[config.mk]
export PLATFORM = sky130hd
export DESIGN_NAME = sc_regshifter_seq
export DESIGN_NICKNAME = d
export VERILOG_FILES = /design/src/rtl/sc_regshifter_seq.sv
export SDC_FILE = /design/constraint.sdc
export NUM_CORES = 1
export LEC_CHECK = 0
export CAP_MARGIN = 15
export CORE_MARGIN = 2
export CORE_UTILIZATION = 45
export DETAILED_ROUTE_END_ITERATION = 10
export PLACE_DENSITY = 0.76
export SYNTH_ARGS = -nofsm -noshare
export SYNTH_HDL_FRONTEND = slang
export SYNTH_SLANG_ARGS = --single-unit
[constraint.sdc]
create_clock -name SC_RegSHIFTER_CLOCK_50 -period 1.3 [get_ports SC_RegSHIFTER_CLOCK_50]
set_input_delay 0.26 -clock SC_RegSHIFTER_CLOCK_50 [delete_from_list [all_inputs] [get_ports SC_RegSHIFTER_CLOCK_50]]
set_output_delay 0.26 -clock SC_RegSHIFTER_CLOCK_50 [all_outputs]
set_load 0.01 [all_outputs]
[src/rtl/sc_regshifter_seq.sv]
// sc_regshifter_seq: sequenced shift/rotate register, one 1-bit step per clock for a latched amount.
// Latency: word loads on the start edge, N step edges follow, done pulses for one cycle from edge N (edge 0 when N=0).
// Backpressure: none; start is sampled only in IDLE, ignored while busy and never queued. SC_REGSHIFTER_ARITH_EN makes mode 01 arithmetic.
module sc_regshifter_seq #(
  parameter int RegSHIFTER_DATAWIDTH = 8,
  parameter int RegSHIFTER_AMTWIDTH  = 3,
  parameter logic [RegSHIFTER_DATAWIDTH-1:0] RegSHIFTER_RESET_VALUE = '0
) (
  input  logic                            SC_RegSHIFTER_CLOCK_50,
  input  logic                            SC_RegSHIFTER_RESET_InHigh,
  input  logic                            SC_RegSHIFTER_clear_In,
  input  logic                            SC_RegSHIFTER_start_In,
  input  logic [1:0]                      SC_RegSHIFTER_mode_In,
  input  logic [RegSHIFTER_AMTWIDTH-1:0]  SC_RegSHIFTER_amount_In,
  input  logic [RegSHIFTER_DATAWIDTH-1:0] SC_RegSHIFTER_data_In,
  input  logic                            SC_RegSHIFTER_serial_In,
  output logic [RegSHIFTER_DATAWIDTH-1:0] SC_RegSHIFTER_data_OutBUS,
  output logic                            SC_RegSHIFTER_serial_Out,
  output logic                            SC_RegSHIFTER_busy_Out,
  output logic                            SC_RegSHIFTER_done_Out
);

  localparam int W  = RegSHIFTER_DATAWIDTH;
  localparam int AW = RegSHIFTER_AMTWIDTH;

  typedef enum logic {
    ST_IDLE  = 1'b0,
    ST_SHIFT = 1'b1
  } state_t;

  state_t         state_q;
  logic [W-1:0]   data_q;
  logic [1:0]     mode_q;
  logic [AW-1:0]  cnt_q;
  logic           ser_q;
  logic           done_q;

  // Result of one step on the current register contents
  logic [W-1:0]   step_dat_d;
  logic           step_bit_d;

  // One 1-bit step according to the mode latched at start; the fill bit comes straight from serial_In
  always_comb begin
    step_dat_d = data_q;
    step_bit_d = 1'b0;
    case (mode_q)
      2'b00: begin
        step_dat_d = {data_q[W-2:0], SC_RegSHIFTER_serial_In};
        step_bit_d = data_q[W-1];
      end
      2'b01: begin
`ifdef SC_REGSHIFTER_ARITH_EN
        step_dat_d = {data_q[W-1], data_q[W-1:1]};
`else
        step_dat_d = {SC_RegSHIFTER_serial_In, data_q[W-1:1]};
`endif
        step_bit_d = data_q[0];
      end
      2'b10: begin
        step_dat_d = {data_q[W-2:0], data_q[W-1]};
        step_bit_d = data_q[W-1];
      end
      default: begin
        step_dat_d = {data_q[0], data_q[W-1:1]};
        step_bit_d = data_q[0];
      end
    endcase
  end

  // Control FSM with registered data, serial-out and done; clear outranks start and aborts any operation
  always_ff @(posedge SC_RegSHIFTER_CLOCK_50 or posedge SC_RegSHIFTER_RESET_InHigh) begin
    if (SC_RegSHIFTER_RESET_InHigh) begin
      state_q <= ST_IDLE;
      data_q  <= RegSHIFTER_RESET_VALUE;
      mode_q  <= 2'b00;
      cnt_q   <= '0;
      ser_q   <= 1'b0;
      done_q  <= 1'b0;
    end else if (SC_RegSHIFTER_clear_In) begin
      state_q <= ST_IDLE;
      data_q  <= '0;
      cnt_q   <= '0;
      ser_q   <= 1'b0;
      done_q  <= 1'b0;
    end else begin
      done_q <= 1'b0;
      case (state_q)
        ST_IDLE: begin
          if (SC_RegSHIFTER_start_In) begin
            data_q <= SC_RegSHIFTER_data_In;
            mode_q <= SC_RegSHIFTER_mode_In;
            cnt_q  <= SC_RegSHIFTER_amount_In;
            // A zero amount completes on the load edge itself
            if (SC_RegSHIFTER_amount_In == '0) begin
              done_q <= 1'b1;
            end else begin
              state_q <= ST_SHIFT;
            end
          end
        end
        default: begin
          data_q <= step_dat_d;
          ser_q  <= step_bit_d;
          cnt_q  <= cnt_q - AW'(1);
          if (cnt_q == AW'(1)) begin
            state_q <= ST_IDLE;
            done_q  <= 1'b1;
          end
        end
      endcase
    end
  end

  assign SC_RegSHIFTER_data_OutBUS = data_q;
  assign SC_RegSHIFTER_serial_Out  = ser_q;
  assign SC_RegSHIFTER_busy_Out    = (state_q == ST_SHIFT);
  assign SC_RegSHIFTER_done_Out    = done_q;

endmodule

==> results.toml <==
[synth]
synth_nets = 110
yosysWarnings = 0
synth_ff_type = "dfrtp_1"
synthMuxAreaShare_pct = 10.9
synth_edf_count = 0
synth_common_cells = "a211oi_1, dfrtp_1, mux2i_1, nor2b_1"
synthAdderAreaFrac_pct = 2.66
syn_area_um2 = 940
synth_top_family_by_area = "compound AO/OA/AOI/OAI gates"
synth_xor_area_share_pct = 0.932
synth-async-reset-ratio_pct = 100
ys_types = 28
syn-mean-instance-area_um2 = 10.4
syn_inst = 90
synth_seq_area_share_pct = 42.6
synth.most_common_cell = "a211oi_1"
synth_compound_area_share_pct = 21.8
yosys-top-cells-area = "dfrtp_1, a211oi_1, mux2i_1"
ys_ff_latch = 16
synth_top_area_share_pct = 42.6
synth_top_area_cell = "dfrtp_1"
yosys.area_share.simple_pct = 11.6

[setup_path]
required_ns = 1.04
r2r_start = "SC_RegSHIFTER_busy_Out"
rrSetupSlack_ns = 0.06
ff2ff_path_depth = 3
endpoint_kind = "output port"
critical_path_class = "register to output port"
cp_top_family = "flip-flops"
crit_arrival_ns = 0.99
crit_slowest_cell = "dfrtp_1"
crit_buf_inv = 1
critPathMaxFanout = 4
slowest_delay_ns = 0.41
crit_chain = "dlygate4sd2_1"
start_kind = "register"
r2r_end = "mode_q[1]"

[place]
dp_hpwl_um = 1660
place.gp.congestion = 0.752
place_inst = 150
portBuffers = 28

[clock_tree]
clockBufferDepth = 2
clk_latency_ns = 0.28
htreeDepth = 1
cts_root_buf = "clkbuf_4"
cts.clk_slew.worst_paths_ns = 0.09
cts_tree = "done"
cts_sinks = 16
numCtsBuffers = 3

[die]
dieArea_um2 = 2470
dieWidth_um = 49.7
initial_core_util_pct = 47.9
io-pin-count = 29
coreArea_um2 = 1960
rows = 16
dieHeight_um = 49.7

[power]
leakage_uw = 0.000631
ir_drop_v = 0.000691
total_power_uw = 1300
powerDensity_nw_per_um2 = 965

[timing]
max-slew-margin-rel_pct = 71.3
rsz0062_at_grt = "yes"
setup-violations-final = 0
skew_ns = 0.00284
drv_slew = 0
max_slew.worst_pin.slew_ns = 0.420
period_share_pct = 96.3
finalHoldViolations = 0
setup_tns_ns = 0
max_freq_mhz = 799
min_period_ns = 1.25

[finish]
fin_nets = 152
fin_cells = 157
insertedDiodeCount = 0
syn2layout_area_growth_pct = 43.1
drive_above_1_share_pct = 21.5
fillers = 182

[hold_path]
hold_class = "primary input to asynchronous set/reset pin"

[route]
drt_iter0_markers = 12
via_per_inst = 5.50
routed_wl_um = 2270
drc = 0
wire_per_inst_um = 14.5
ant_nets = 0
vias = 863
drt-pass1-iter-count = 4

[global_routing]
grt_use_total_pct = 19.7
grt_pass1_vias = 825
overflow = 0
antenna_found_initial = 0
grt_max_degree = 19
grt_pass1_wl_um = 3680

[status]
status = "finished, final reports clean"

[run]
max_cap_viol_count = 0
==> report_power, final <==
group	switching, µW	total (µW)	internal (µW)	leakage, µW
Combinational	197	437	241	0.000411
Sequential	53.4	607	553	0.000206
Clock	146	254	108	0.0000138
==> worst min-delay path, delay by kind of cell <==
kind     cells  cell delay [ns]
buf+inv      3             0.70
==> sequential cells by signal, indices dropped and copies added, names as in the netlist <==
signal	flops
SC_RegSHIFTER_serial_Out	1
SC_RegSHIFTER_done_Out	1
cnt_q	3
SC_RegSHIFTER_busy_Out	1
SC_RegSHIFTER_data_OutBUS	8
mode_q	2
==> worst max path at each step <==
stage,from,endpoint,slack (ns),cells after the start
after floorplan,SC_RegSHIFTER_busy_Out,mode_q[0],0.10,3
after global placement,SC_RegSHIFTER_clear_In,SC_RegSHIFTER_data_OutBUS[0],-0.22,4
after detailed placement,SC_RegSHIFTER_clear_In,SC_RegSHIFTER_data_OutBUS[0],-0.22,4
after CTS,SC_RegSHIFTER_data_OutBUS[1],SC_RegSHIFTER_data_OutBUS[1],0.05,1
after global routing,SC_RegSHIFTER_busy_Out,cnt_q[1],-0.03,5
final,SC_RegSHIFTER_data_OutBUS[1],SC_RegSHIFTER_data_OutBUS[1],0.05,1
==> through the flow <==
| step | area (µm²) | setup slack, ns | utilization [%] | hold WS (ns) |
|---|---|---|---|---|
| after floorplan | 940 | 0.104 | - | 0.174 |
| after global placement | 1280 | -0.219 | 65.5 | 0.503 |
| after detailed placement | 1280 | -0.224 | 65.5 | 0.512 |
| after CTS | 1320 | 0.0469 | 67.1 | 0.302 |
| after global routing | 1350 | -0.0292 | 68.6 | 0.329 |
| final | 1350 | 0.0481 | 68.6 | 0.296 |
==> area by class of cell <==
cell class	instances	area (µm²)	area share, %
flip-flops and latches	16	402	29.9
well taps	27	33.8	2.51
repair buffers	45	394	29.3
clock buffers	3	22.5	1.67
multi-input cells	60	470	35.0
inverters	6	22.5	1.67
==> cells by family (layout without fill, tap and decap cells) <==
| logic type | count (synthesis) | count (layout) |
|---|---|---|
| xor gates and xnor gates | 1 | 1 |
| and+or+nand+nor | 20 | 20 |
| buffers and inverters | 14 | 54 |
| muxes | 10 | 10 |
| adders and majority gates | 2 | 2 |
| DFF | 16 | 16 |
| AOI/OAI and AO/OA | 27 | 27 |
==> what timing repair did <==
item | CTS | global route
hold buffers | 0 | 0
gates cloned | 0 | 0
setup endpoints to repair | 11 | 5
resized for setup | 11 | 5
buffers inserted | 3 | 1
==> per-layer routing <==
metal | GRT usage, % | vias to the layer above | part of all wire (%)
li1 | - | 417 | -
met5 | 0 | - | 0
met3 | 4.55 | 8 | 5.2
met4 | 11.1 | 0 | 3.0
met1 | 23.6 | 401 | 41
met2 | 32.4 | 37 | 50
==> cells in the final DEF, fill, tap and decap left out <==
cell type and n:
o22ai_1 2, a2111oi_2 1, a21oi_1 1, o211a_1 2, mux2i_1 8, xor2_1 1
o21ai_0 1, dlygate4sd2_1 11, nand2_1 5, o41ai_1 1, nor2_1 3, nand2b_1 1
inv_1 5, clkdlybuf4s50_1 17, clkbuf_4 3, nand3b_1 1, o41ai_2 1, mux2_2 2
nor4_2 1, dfrtp_2 1, inv_2 1, nor3_2 1, nor3_1 1, a211oi_1 17
ha_1 2, buf_4 17, nor2b_1 7, dfrtp_1 15, a2111oi_0 1
Power figures use the tool's default switching activity.
